==> src/rtl/rst_seq.sv <==
// rst_seq: staged reset release sequencer with soft re-sequence request.
// Define RST_SEQ_WDT_EN to add a watchdog that re-sequences when KICK stops.
module rst_seq #(
   parameter int STAGES    = 4,
   parameter int HOLD_CYC  = 16,
   parameter int STAGE_DLY = 256,
   parameter int CNT_W     = 16,
   parameter int WDT_CYC   = 1048576
) (
   input  logic              clk,
   input  logic              rst,
   input  logic              soft_req,
   input  logic              kick,
   output logic [STAGES-1:0] rst_out,
   output logic              ready,
   output logic              wdt_fired
);
   typedef enum logic [1:0] {ASSERT, RELEASE, RUN} state_t;
   state_t state;
   logic [CNT_W-1:0] cnt, lim;
   logic [STAGES-1:0] nxt;
   logic restart;
   assign lim = state == ASSERT ? CNT_W'(HOLD_CYC - 1) : CNT_W'(STAGE_DLY - 1);
   // thermometer release: shifting in a zero clears the next stage
   assign nxt = rst_out << 1;
   always_ff @(posedge clk)
      if (rst || restart) begin
         state   <= ASSERT;
         cnt     <= '0;
         rst_out <= '1;
         ready   <= 1'b0;
      end else if (state != RUN) begin
         if (cnt == lim) begin
            cnt     <= '0;
            rst_out <= nxt;
            ready   <= ~|nxt;
            state   <= ~|nxt ? RUN : RELEASE;
         end else
            cnt <= cnt + 1'b1;
      end
`ifdef RST_SEQ_WDT_EN
   localparam int WDT_W = $clog2(WDT_CYC);
   logic [WDT_W-1:0] wdt;
   logic wdt_to;
   assign wdt_to  = state == RUN && wdt == WDT_W'(WDT_CYC - 1) && !kick;
   assign restart = soft_req || wdt_to;
   always_ff @(posedge clk)
      if (rst) begin
         wdt       <= '0;
         wdt_fired <= 1'b0;
      end else begin
         wdt       <= (state != RUN || kick || wdt_to) ? '0 : wdt + 1'b1;
         wdt_fired <= wdt_fired || wdt_to;
      end
`else
   logic unused_kick;
   assign unused_kick = kick;
   assign restart     = soft_req;
   assign wdt_fired   = 1'b0;
`endif
endmodule

==> config.mk <==
export PLATFORM = sky130hd
export DESIGN_NAME = rst_seq
export DESIGN_NICKNAME = d
export VERILOG_FILES = /design/src/rtl/rst_seq.sv
export SDC_FILE = /design/constraint.sdc
export NUM_CORES = 1
export LEC_CHECK = 0
export CORE_MARGIN = 8
export CORE_UTILIZATION = 50
export DETAILED_ROUTE_END_ITERATION = 16
export PLACE_DENSITY = 0.74
export SLEW_MARGIN = 20
export SYNTH_ARGS = -nofsm -noshare
export SYNTH_HDL_FRONTEND = slang
export SYNTH_SLANG_ARGS = --single-unit
==> constraint.sdc <==
create_clock -name clk -period 4.9 [get_ports clk]
set_input_delay 0.98 -clock clk [delete_from_list [all_inputs] [get_ports clk]]
set_output_delay 0.98 -clock clk [all_outputs]
set_load 0.05 [all_outputs]
======== After elaboration in Yosys (flattened, before gate mapping) ========
Index checks and enable logic that the tools add are counted.
operators by class
  muxes and demuxes ....................... 3
  equal/unequal tests ..................... 2
  $add $sub $neg .......................... 1
  reduce and logical (&&, ||, !) cells .... 5
operators by type and width
  operator                                                         count
  16-bit by 1-bit adder with 16-bit output, second input constant  1
  16-bit by 8-bit == test with 1-bit output                        1
  16-bit 2-to-1 mux                                                1
  8-bit 2-to-1 mux                                                 1
  3-bit OR reduction                                               1
  2-bit zero test                                                  1
  2-bit 2-to-1 mux                                                 1
  2-bit != test, second input constant                             1
  2-bit AND reduction                                              1
  1-bit zero test                                                  1
  1-bit logical OR                                                 1
storage, ports and cells
  register bits after elaboration ......... 23
  output and inout port bits .............. 6

======== Depth between registers and ports, before layout ========
Gate-level depths: netlist of run 1.
  depth after elaboration ................. 4
  gate-level depth with buffers ........... 6
  mapped depth without buffers ............ 4

======== Worst setup path after synthesis of run 1 ========
Ideal clock, no wire load.
  kind .................................... in2reg
  from .................................... in soft_req
  to ...................................... reg ready
  path slack .............................. 2.930 ns
  stages .................................. 4
  buffers on the path ..................... 1
  data arrival time ....................... 1.898 ns
  data required time ...................... 4.828 ns
  setup time .............................. 0.072 ns
  cells stage by stage .................... or2_2 clkbuf_1 or4_1 mux2i_1
between the ends
  word-level cells in the longest chain between the ends .. 1
RTL lines
  item                    line  RTL
  start: declaration      12    input logic soft_req,
  1-bit logical OR        27    if (rst || restart) begin
  end signal: assignment  36    ready <= ~|nxt;
  end: declaration        15    output logic ready,
No other way between the ends.
A chain may end at the register's enable or synchronous reset.

======== Worst setup path in the final report of run 1 ========
  from .................................... reg rst_out[0]
  to ...................................... out rst_out[0]
RTL lines
  item                      line  RTL
  start: declaration        14    output logic [STAGES-1:0] rst_out,
  start signal: assignment  35    rst_out <= nxt;
No word-level cell between the ends.

==> results of run 1 <==
==> synthesized netlist by cell type, drive strengths merged <==
master	number
and2	3
buf	3
xor2	7
nand4	5
xnor2	1
nor2	15
or2	2
and4	1
ha	1
dfxtp	22
clkbuf	4
mux2i	7
inv	2
or3	4
a21o	1
conb	1
o31ai	6
a21oi	7
and3	1
nor3	1
or4	6
nand2b	1
nand3	6
nor4	3
nand2	7
o21ai	3
==> power breakdown <==
part | internal (mW) | switching (mW) | total (mW)
combinational | 0.00359 | 0.00658 | 0.0102
clock | 0.0454 | 0.0551 | 0.100
sequential | 0.180 | 0.000677 | 0.180
total | 0.229 | 0.0623 | 0.291
==> cell families (layout without fill, tap and decap cells) <==
kind of cell / after synthesis / in the layout / synth area share, %
XOR/XNOR: 8 / 8 / 6.620
AND/OR/NAND/NOR: 55 / 55 / 29.31
other: 1 / 1 / 0.3543
multiplexers: 7 / 7 / 6.620
adder cells (fa/ha/maj): 1 / 1 / 1.182
buffers and inverters: 9 / 13 / 3.783
AO/OA/AOI/OAI: 17 / 17 / 10.52
flip-flops: 22 / 22 / 41.61
==> tightest hold or removal path, stage by stage (launching register included) <==
cell and delay [ps]:
dfxtp_1 340, nand2_1 60, mux2i_1 60
==> sequential cells by signal (all words and copies together) (netlist names) <==
signal / cells
cnt: 16
rst_out: 4
ready: 1
state: 1
==> metal layers <==
metal	vias up	routed length [um]	global-route usage, %
met5	-	0	0
met3	4	79	2.881
met4	0	38	5.844
met2	16	890	18.58
li1	433	-	-
met1	396	960	14.45
==> final timing paths <==
| path | cells past startpoint | to |
|---|---|---|
| worst min register to register | 2 | state[0] |
| worst min-delay path | 2 | state[0] |
| worst max register to register | 4 | cnt[3] |
| worst max-delay path | 1 | rst_out[0] |
==> cell usage in the layout (no fill, tap or decap), drive strengths merged <==
cell type	count
and3	1
nor3	1
xor2	7
or4	6
and4	1
dfxtp	22
nand2b	1
and2	3
nor4	3
nand2	7
mux2i	7
ha	1
a21oi	7
nand3	6
or3	4
xnor2	1
clkbuf	4
or2	2
o21ai	3
a21o	1
inv	2
o31ai	6
clkdlybuf4s50	7
conb	1
nand4	5
nor2	15
==> final cells by class <==
cell class,count,area share [%]
Sequential cell,22,37.49
Multi-Input combinational cell,89,49.95
Inverter,2,0.6390
Clock buffer,4,3.088
Tap cell,27,2.875
Timing Repair Buffer,7,5.964
==> flow_metrics.env, run 1 <==
export IMPL_place_worst_setup_slack_ps=2535
export IMPL_rsz0062_at_grt="false"
export IMPL_synth_cell_types=34
export IMPL_critPathBufInv=1
export IMPL_yosys_warnings=0
export IMPL_rows=16
export IMPL_critPathMaxFanout=5
export IMPL_drtPass1Iterations=4
export IMPL_drt_wl_total_um=1969
export IMPL_slowest_delay_ps=840
export IMPL_start_util_pct=53.41
export IMPL_synth_seq_cells=22
export IMPL_required_ps=3920
export IMPL_root_buffer="clkbuf_4"
export IMPL_final_area_sq_mm=0.001175
export IMPL_ff2ff_setup_slack_ps=2840
export IMPL_area_growth_syn_to_layout_pct=10.99
export IMPL_fin_crit_ps=2540
export IMPL_status="finished, final reports clean"
export IMPL_grt_pass1_vias=794
export IMPL_syn_cell_area_sq_mm=0.001059
export IMPL_setup_violations=0
export IMPL_cts_resized=0
export IMPL_max_clock_path_buffers=2
export IMPL_die_w_um=62.01
export IMPL_fmax_ghz=0.3937
export IMPL_crit_chain="clkdlybuf4s50_1"
export IMPL_postCtsSetupRepairBufs=0
export IMPL_arrival_ps=1560
export IMPL_r2r_start="state[0]"
export IMPL_path_class="register to output port"
export IMPL_drc=0
export IMPL_vias=849
export IMPL_critical_path_startpoint="rst_out[0]"
export IMPL_ys_seq_area_share_pct=41.61
export IMPL_setup_tns_ps=0
export IMPL_grt_pass1_wl_um=3429
export IMPL_cts_buffers=3
export IMPL_synth_area_per_cell_sq_um=8.821
export IMPL_cp_start_kind="register"
export IMPL_place_gp_congestion=0.7654
export IMPL_synth_top_cell_by_area="dfxtp_1"
export IMPL_coreArea_sq_mm=0.001982
export IMPL_drive_gt1_share_pct=12.90
export IMPL_instances_no_fill=151
export IMPL_fin_util_pct=59.28
export IMPL_track_usage_pct=11.76
export IMPL_cap_viol_max_count=0
export IMPL_nets=130
export IMPL_ff_latch_area_sq_um=440.4
export IMPL_ant_nets=0
export IMPL_worst_clock_skew_ps=4.453
export IMPL_hold_ws_ps=489.7
export IMPL_antenna_cells=0
export IMPL_fillers=177
export IMPL_path_delay_family="buffers and inverters"
export IMPL_overflow=0
export IMPL_maxSlewHeadroom_pct=54.42
export IMPL_slew_violations=0
export IMPL_ios=10
export IMPL_hpwl_um=1440
export IMPL_antenna_found_initial=0
export IMPL_timing_hold_violations_final=0
export IMPL_p_leak_nw=0.4085
export IMPL_hp_start="state[0]"
export IMPL_ys_top_cells_by_area="dfxtp_1 42%, mux2i_1 6.6%, xor2_1 5.8%, nor2_1 5.3%, o31ai_1 3.5%"
export IMPL_slowest_stage="clkdlybuf4s50_1"
export IMPL_grt_max_degree=16
export IMPL_chipHeight_um=62.01
export IMPL_h_tree_depth=1
export IMPL_setup_ws_ps=2360
export IMPL_cts_sinks=22
export IMPL_cts_clk_slew_worst_paths_ps=120
export IMPL_ir_drop_uv=151.3
export IMPL_syn_instance_count=120
export IMPL_wl_per_cell_um=13.04
export IMPL_syn_nets=125
export IMPL_p_total_uw=290.9
export IMPL_tightest_slew_ps=683.8
export IMPL_dp_cells=147
export IMPL_end_kind="output port"
export IMPL_drtIter0Drc=20
export IMPL_cts_tree="yes"
export IMPL_hold_path_class="register to register"
export IMPL_min_period_over_period_pct=51.83
export IMPL_clkLatencyLatePin_ps=310
export IMPL_cts_hold_buffers=0
export IMPL_yosysTopAreaCellShare_pct=41.61
export IMPL_multi_input_area_sq_um=586.8
export IMPL_dpl_cell_area_sq_mm=0.001130
export IMPL_portBuffers=7
export IMPL_power_density_mw_per_mm2=247.6
export IMPL_dieArea_sq_mm=0.003845
export IMPL_vias_per_cell=5.623
Power figures use the tool's default switching activity.
==> inputs of run 2 (changes only) <==
--- a/config.mk
+++ b/config.mk
@@ -6,9 +6,9 @@
 export NUM_CORES = 1
 export LEC_CHECK = 0
 export CORE_MARGIN = 8
-export CORE_UTILIZATION = 50
+export CORE_UTILIZATION = 49
 export DETAILED_ROUTE_END_ITERATION = 16
-export PLACE_DENSITY = 0.74
+export PLACE_DENSITY = 0.76
 export SLEW_MARGIN = 20
 export SYNTH_ARGS = -nofsm -noshare
 export SYNTH_HDL_FRONTEND = slang
==> constraint.sdc (replaced) <==
create_clock -name clk -period 2.19 [get_ports clk]
set_input_delay 0.438 -clock clk [delete_from_list [all_inputs] [get_ports clk]]
set_output_delay 0.438 -clock clk [all_outputs]
set_load 0.05 [all_outputs]
==> run 2 against run 1 <==
  * Worst hold slack gained 3.3 ps
  * Total power grew 110%
  * Via count shrank 0.94%
  * Flip-flop and latch count is the same
  * Utilization shrank 3.9 points
  * Global-route usage shrank 0.95 points
  * Count of clock-buffer cells in the layout shrank 1
  * Sequential power grew 120%
  * Register-to-register slack lost 2600 ps
  * Clock power grew 82%
  * Clock skew grew 5.9 ps
  * Combinational power grew 130%
  * Critical path type unchanged
  * Largest power group unchanged
==> flow_metrics.env, run 2 (synthesis results as in run 1) <==
export IMPL_status="finished, final reports clean"
export IMPL_ios=10
export IMPL_ir_drop_uv=336.9
export IMPL_h_tree_depth=1
export IMPL_clkLatencyLatePin_ps=310
export IMPL_rows=17
export IMPL_p_leak_nw=0.4096
export IMPL_largest_reg_flops=16
export IMPL_overflow=0
export IMPL_cts_hold_buffers=0
export IMPL_switching_share_pct=22.09
export IMPL_drtIter0Drc=34
export IMPL_cts_clk_slew_worst_paths_ps=110
export IMPL_final_common_cell="dfxtp_1"
export IMPL_grt_max_degree=16
export IMPL_required_ps=1750
export IMPL_coreArea_sq_mm=0.002127
export IMPL_start_util_pct=49.76
export IMPL_cellInternalPower_uw=474.2
export IMPL_vias_per_cell=5.497
export IMPL_final_cell_mix="22 x dfxtp_1, 15 x nor2_1"
export IMPL_drive_gt1_share_pct=13.60
export IMPL_worst_clock_skew_ps=10.33
export IMPL_place_gp_congestion=0.7882
export IMPL_setup_tns_ps=0
export IMPL_tightest_slew_ps=670.9
export IMPL_chipHeight_um=62.48
export IMPL_min_period_over_period_pct=89.49
export IMPL_vias=841
export IMPL_p_total_uw=608.6
export IMPL_fmax_ghz=0.5102
export IMPL_wl_per_cell_um=13.50
export IMPL_top_regs="cnt (16), rst_out (4)"
export IMPL_cap_viol_max_count=0
export IMPL_nets=132
export IMPL_pwr_share_seq_pct=66.2
export IMPL_grt_pass1_vias=823
export IMPL_hpwl_um=1542
export IMPL_max_clock_path_buffers=2
export IMPL_rsz0062_at_grt="false"
export IMPL_timing_hold_violations_final=0
export IMPL_path_class="register to output port"
export IMPL_comb_power_share_pct=3.8
export IMPL_dieArea_sq_mm=0.003904
export IMPL_hold_path_class="register to register"
export IMPL_postCtsSetupRepairBufs=0
export IMPL_end_kind="output port"
export IMPL_root_buffer="clkbuf_4"
export IMPL_critPathBufInv=1
export IMPL_portBuffers=7
export IMPL_drc=0
export IMPL_drtPass1Iterations=4
export IMPL_cts_resized=0
export IMPL_antenna_found_initial=0
export IMPL_area_growth_syn_to_layout_pct=11.23
export IMPL_path_delay_family="buffers and inverters"
export IMPL_regMostFlops="cnt"
export IMPL_antenna_cells=0
export IMPL_cts_buffers=3
export IMPL_slowest_delay_ps=830
export IMPL_power_density_mw_per_mm2=517.0
export IMPL_cp_start_kind="register"
export IMPL_maxSlewHeadroom_pct=55.27
export IMPL_die_w_um=62.48
export IMPL_slew_violations=0
export IMPL_drt_wl_total_um=2066
export IMPL_slowest_stage="clkdlybuf4s50_1"
export IMPL_cts_tree="yes"
export IMPL_crit_chain="clkdlybuf4s50_1"
export IMPL_critPathMaxFanout=5
export IMPL_place_worst_setup_slack_ps=131.0
export IMPL_track_usage_pct=10.81
export IMPL_p_sw_uw=134.5
export IMPL_ant_nets=0
export IMPL_clkPwrFrac_pct=30.0
export IMPL_setup_ws_ps=230.1
export IMPL_fin_crit_ps=1960
export IMPL_arrival_ps=1520
export IMPL_setup_violations=0
export IMPL_grt_pass1_wl_um=3532
export IMPL_cts_sinks=22
run 2: worst paths after layout:
kind | from | to | slack (ps) | cells after the start
hold reg to reg | state[0] | state[0] | 490 | 2
setup reg to reg | cnt[4] | cnt[15] | 290 | 4
hold / removal | state[0] | state[0] | 490 | 2
setup / recovery | rst_out[0] | rst_out[0] | 230 | 1
run 2: metal layers:
layer,routed length [um],up-vias,global-route usage [%]
met3,53,3,3.763
met1,978,394,12.24
met4,10,0,2.564
met5,0,-,0
met2,1024,7,18.89
li1,-,437,-
run 2: area by class of cell:
| class | instances | area, sq um |
|---|---|---|
| clock buffer | 3 | 22.52 |
| fill | 195 | 949.7 |
| inverter | 2 | 7.507 |
| multi-input combinational | 89 | 586.8 |
| sequential | 22 | 440.4 |
| tap | 28 | 35.03 |
| timing repair buffer | 9 | 85.08 |
run 2: through the flow:
step	hold slack (ps)	instances	util [%]	area [sq um]
after CTS	501.0	153	54.94	1169
after floorplan	445.9	120	-	1059
final	493.0	153	55.35	1177
after detailed placement	485.8	150	53.88	1146
after global routing	515.7	153	55.35	1177
after global placement	460.3	150	53.88	1146
run 2: power groups by stage:
stage	clock network, mW	registers, mW	logic [mW]
2_1_floorplan	0	0.412	0.0176
3_3_place_gp	0	0.412	0.0216
3_5_place_dp	0	0.412	0.0221
4_1_cts	0.184	0.403	0.0222
5_1_grt	0.195	0.404	0.0251
6_report	0.182	0.403	0.0231
==> inputs of run 3 (changes only) <==
--- a/config.mk
+++ b/config.mk
@@ -8,6 +8,7 @@
 export CORE_MARGIN = 8
 export CORE_UTILIZATION = 49
 export DETAILED_ROUTE_END_ITERATION = 16
+export MAX_ROUTING_LAYER = met4
 export PLACE_DENSITY = 0.76
 export SLEW_MARGIN = 20
 export SYNTH_ARGS = -nofsm -noshare
==> constraint.sdc (replaced) <==
create_clock -name clk -period 1.65 [get_ports clk]
set_input_delay 0.33 -clock clk [delete_from_list [all_inputs] [get_ports clk]]
set_output_delay 0.33 -clock clk [all_outputs]
set_load 0.05 [all_outputs]
==> run 3 against run 2 <==
  * The run now ends with setup timing left
  * Utilization increased by 15 points
  * Final cell count increased by 15%
  * First-iteration DRC count decreased by 12%
  * Flip-flop and latch count unchanged
  * Sequential share of layout area decreased by 7.6 points
  * Die area unchanged
  * Worst hold slack improved by 11 ps
  * Sequential power increased by 33%
  * Clock skew decreased by 7.9 ps
  * Largest power group unchanged
==> flow_metrics.env, run 3 (synthesis results as in run 1) <==
export IMPL_status="finished, violations left"
export IMPL_violations="setup timing"
export IMPL_path_delay_family="buffers and inverters"
export IMPL_path_class="register to register"
export IMPL_cellInternalPower_uw=799.4
export IMPL_dieArea_sq_mm=0.003904
export IMPL_drtPass1Iterations=4
export IMPL_nets=154
export IMPL_root_buffer="clkbuf_4"
export IMPL_coreArea_sq_mm=0.002127
export IMPL_multi_input_area_sq_um=705.7
export IMPL_portBuffers=7
export IMPL_path_depth=8
export IMPL_setup_ws_ps=-57.73
export IMPL_final_cell_mix="24 x buf_4, 15 x dfxtp_1, 8 x nor2_1"
export IMPL_drc=0
export IMPL_grt_max_degree=16
export IMPL_rsz0062_at_grt="true"
export IMPL_vias=995
export IMPL_wl_per_cell_um=16.34
export IMPL_final_common_cell="buf_4"
export IMPL_hpwl_um=1752
export IMPL_reg2reg_to="cnt[10]"
export IMPL_cts_tree="yes"
export IMPL_drtIter0Drc=30
export IMPL_ff_latch_area_sq_um=449.2
export IMPL_switching_share_pct=20.13
export IMPL_start_util_pct=49.76
export IMPL_hold_path_class="register to register"
export IMPL_largest_reg_flops=16
export IMPL_p_sw_uw=201.5
export IMPL_endpoint="cnt[10]"
export IMPL_place_gp_congestion=0.7807
export IMPL_drive_gt1_share_pct=46.62
export IMPL_end_kind="register"
export IMPL_critPathMaxFanout=8
export IMPL_reg2reg_depth=8
export IMPL_grt_pass1_vias=1004
export IMPL_top_regs="cnt (16), rst_out (4)"
export IMPL_pwr_share_seq_pct=53.5
export IMPL_antenna_found_initial=0
export IMPL_fin_crit_ps=1708
export IMPL_p_total_mw=1.001
export IMPL_arrival_ps=1920
export IMPL_critical_path_startpoint="cnt[4]"
export IMPL_clkPwrFrac_pct=41.4
export IMPL_power_density_mw_per_mm2=664.4
export IMPL_min_period_over_period_pct=103.5
export IMPL_vias_per_cell=5.653
export IMPL_cts_buffers=3
export IMPL_fillers=153
export IMPL_cts_hold_buffers=0
export IMPL_required_ps=1860
export IMPL_max_clock_path_buffers=2
export IMPL_regMostFlops="cnt"
export IMPL_r2r_start="cnt[4]"
export IMPL_timing_hold_violations_final=0
export IMPL_cts_clk_slew_worst_paths_ps=120
export IMPL_die_w_um=62.48
export IMPL_slowest_stage="dfxtp_2"
export IMPL_grt_pass1_wl_um=4153
export IMPL_worstHoldPathCells=2
export IMPL_comb_power_share_pct=5.1
export IMPL_clkLatencyLatePin_ps=310
export IMPL_slew_violations=0
export IMPL_p_leak_nw=0.5602
export IMPL_antenna_cells=0
export IMPL_track_usage_pct=12.92
export IMPL_crit_chain="buf_6 > buf_4 > and4_4 > mux2i_4 > buf_6 > o31ai_4 > buf_6 > a21oi_1"
export IMPL_ir_drop_uv=678.5
export IMPL_ant_nets=0
export IMPL_rows=17
export IMPL_ios=10
export IMPL_drt_wl_total_um=2876
export IMPL_crit_top_cell="buf_6"
export IMPL_cp_start_kind="register"
export IMPL_slowest_delay_ps=380
export IMPL_ff2ff_setup_slack_ps=-60
export IMPL_overflow=0
export IMPL_chipHeight_um=62.48
export IMPL_worst_clock_skew_ps=2.422
export IMPL_critPathBufInv=4
export IMPL_setup_violations=15
export IMPL_h_tree_depth=1
export IMPL_cap_viol_max_count=0
export IMPL_fmax_ghz=0.5856
export IMPL_fin_util_pct=70.82
export IMPL_cts_sinks=22
export IMPL_area_growth_syn_to_layout_pct=42.32
run 3: cell count changes in the layout (fill, tap and decap cells not counted), moves of 5 or more:
cell             delta
nor2_4              +5
dfxtp_1             -7
clkdlybuf4s50_1     -5
nor2_1              -7
buf_6               +5
buf_4              +22
dfxtp_2             +7
run 3: layout make-up:
cell class / count / area share, %
well taps: 28 / 2.326
repair buffers: 31 / 17.03
inverters: 2 / 0.4983
flip-flops and latches: 22 / 29.82
clock inverters: 1 / 1.993
multi-input cells: 89 / 46.84
clock buffers: 3 / 1.495
run 3: power groups by stage:
stage / Clock [mW] / Combinational [mW] / Sequential, mW
global route: 0.436 / 0.0542 / 0.536
CTS: 0.415 / 0.0367 / 0.535
floorplan: 0 / 0.0234 / 0.547
global placement: 0 / 0.0343 / 0.547
finish: 0.414 / 0.0508 / 0.536
detailed placement: 0 / 0.0353 / 0.547
run 3: worst min-delay path by stage:
stage,start,to
2_1_floorplan,state[0],state[0]
3_3_place_gp,state[0],state[0]
3_5_place_dp,state[0],state[0]
4_1_cts,state[0],state[0]
5_1_grt,ready,ready
6_report,ready,ready
run 3: metrics by stage:
step           setup WS [ps]  TNS [ps]  instances  instance area [sq um]  hold slack (ps)
2_1_floorplan         -36.53    -38.90        120                   1066            445.9
3_3_place_gp          -31.13    -36.59        169                   1282            462.4
3_5_place_dp          -59.42    -124.7        169                   1282            475.7
4_1_cts               -23.73    -48.22        175                   1383            498.5
5_1_grt               -105.4    -992.5        176                   1506            532.7
6_report              -57.73    -457.0        176                   1506            504.2
run 3: layer usage:
| metal | wire (um) | share of wire, % | up-vias | global-route usage [%] |
|---|---|---|---|---|
| met3 | 139 | 4.8 | 8 | 2.330 |
| met1 | 1070 | 37 | 477 | 13.66 |
| met4 | 61 | 2.1 | 0 | 5.698 |
| met2 | 1606 | 56 | 29 | 22.90 |
| li1 | - | - | 481 | - |
| met5 | 0 | 0 | - | - |
run 3: worst register-to-register path, cell delays in order, from the launching register on:
cell and delay, ps:
dfxtp_2 380, buf_6 120, buf_4 110, and4_4 250, mux2i_4 100, buf_6 140
o31ai_4 230, buf_6 230, a21oi_1 50
run 3: what timing repair did:
action	in CTS	in global routing
resized for setup	7	30
buffers inserted	2	1
cloned	0	1
setup endpoints to repair	4	21
pin swaps	6	8
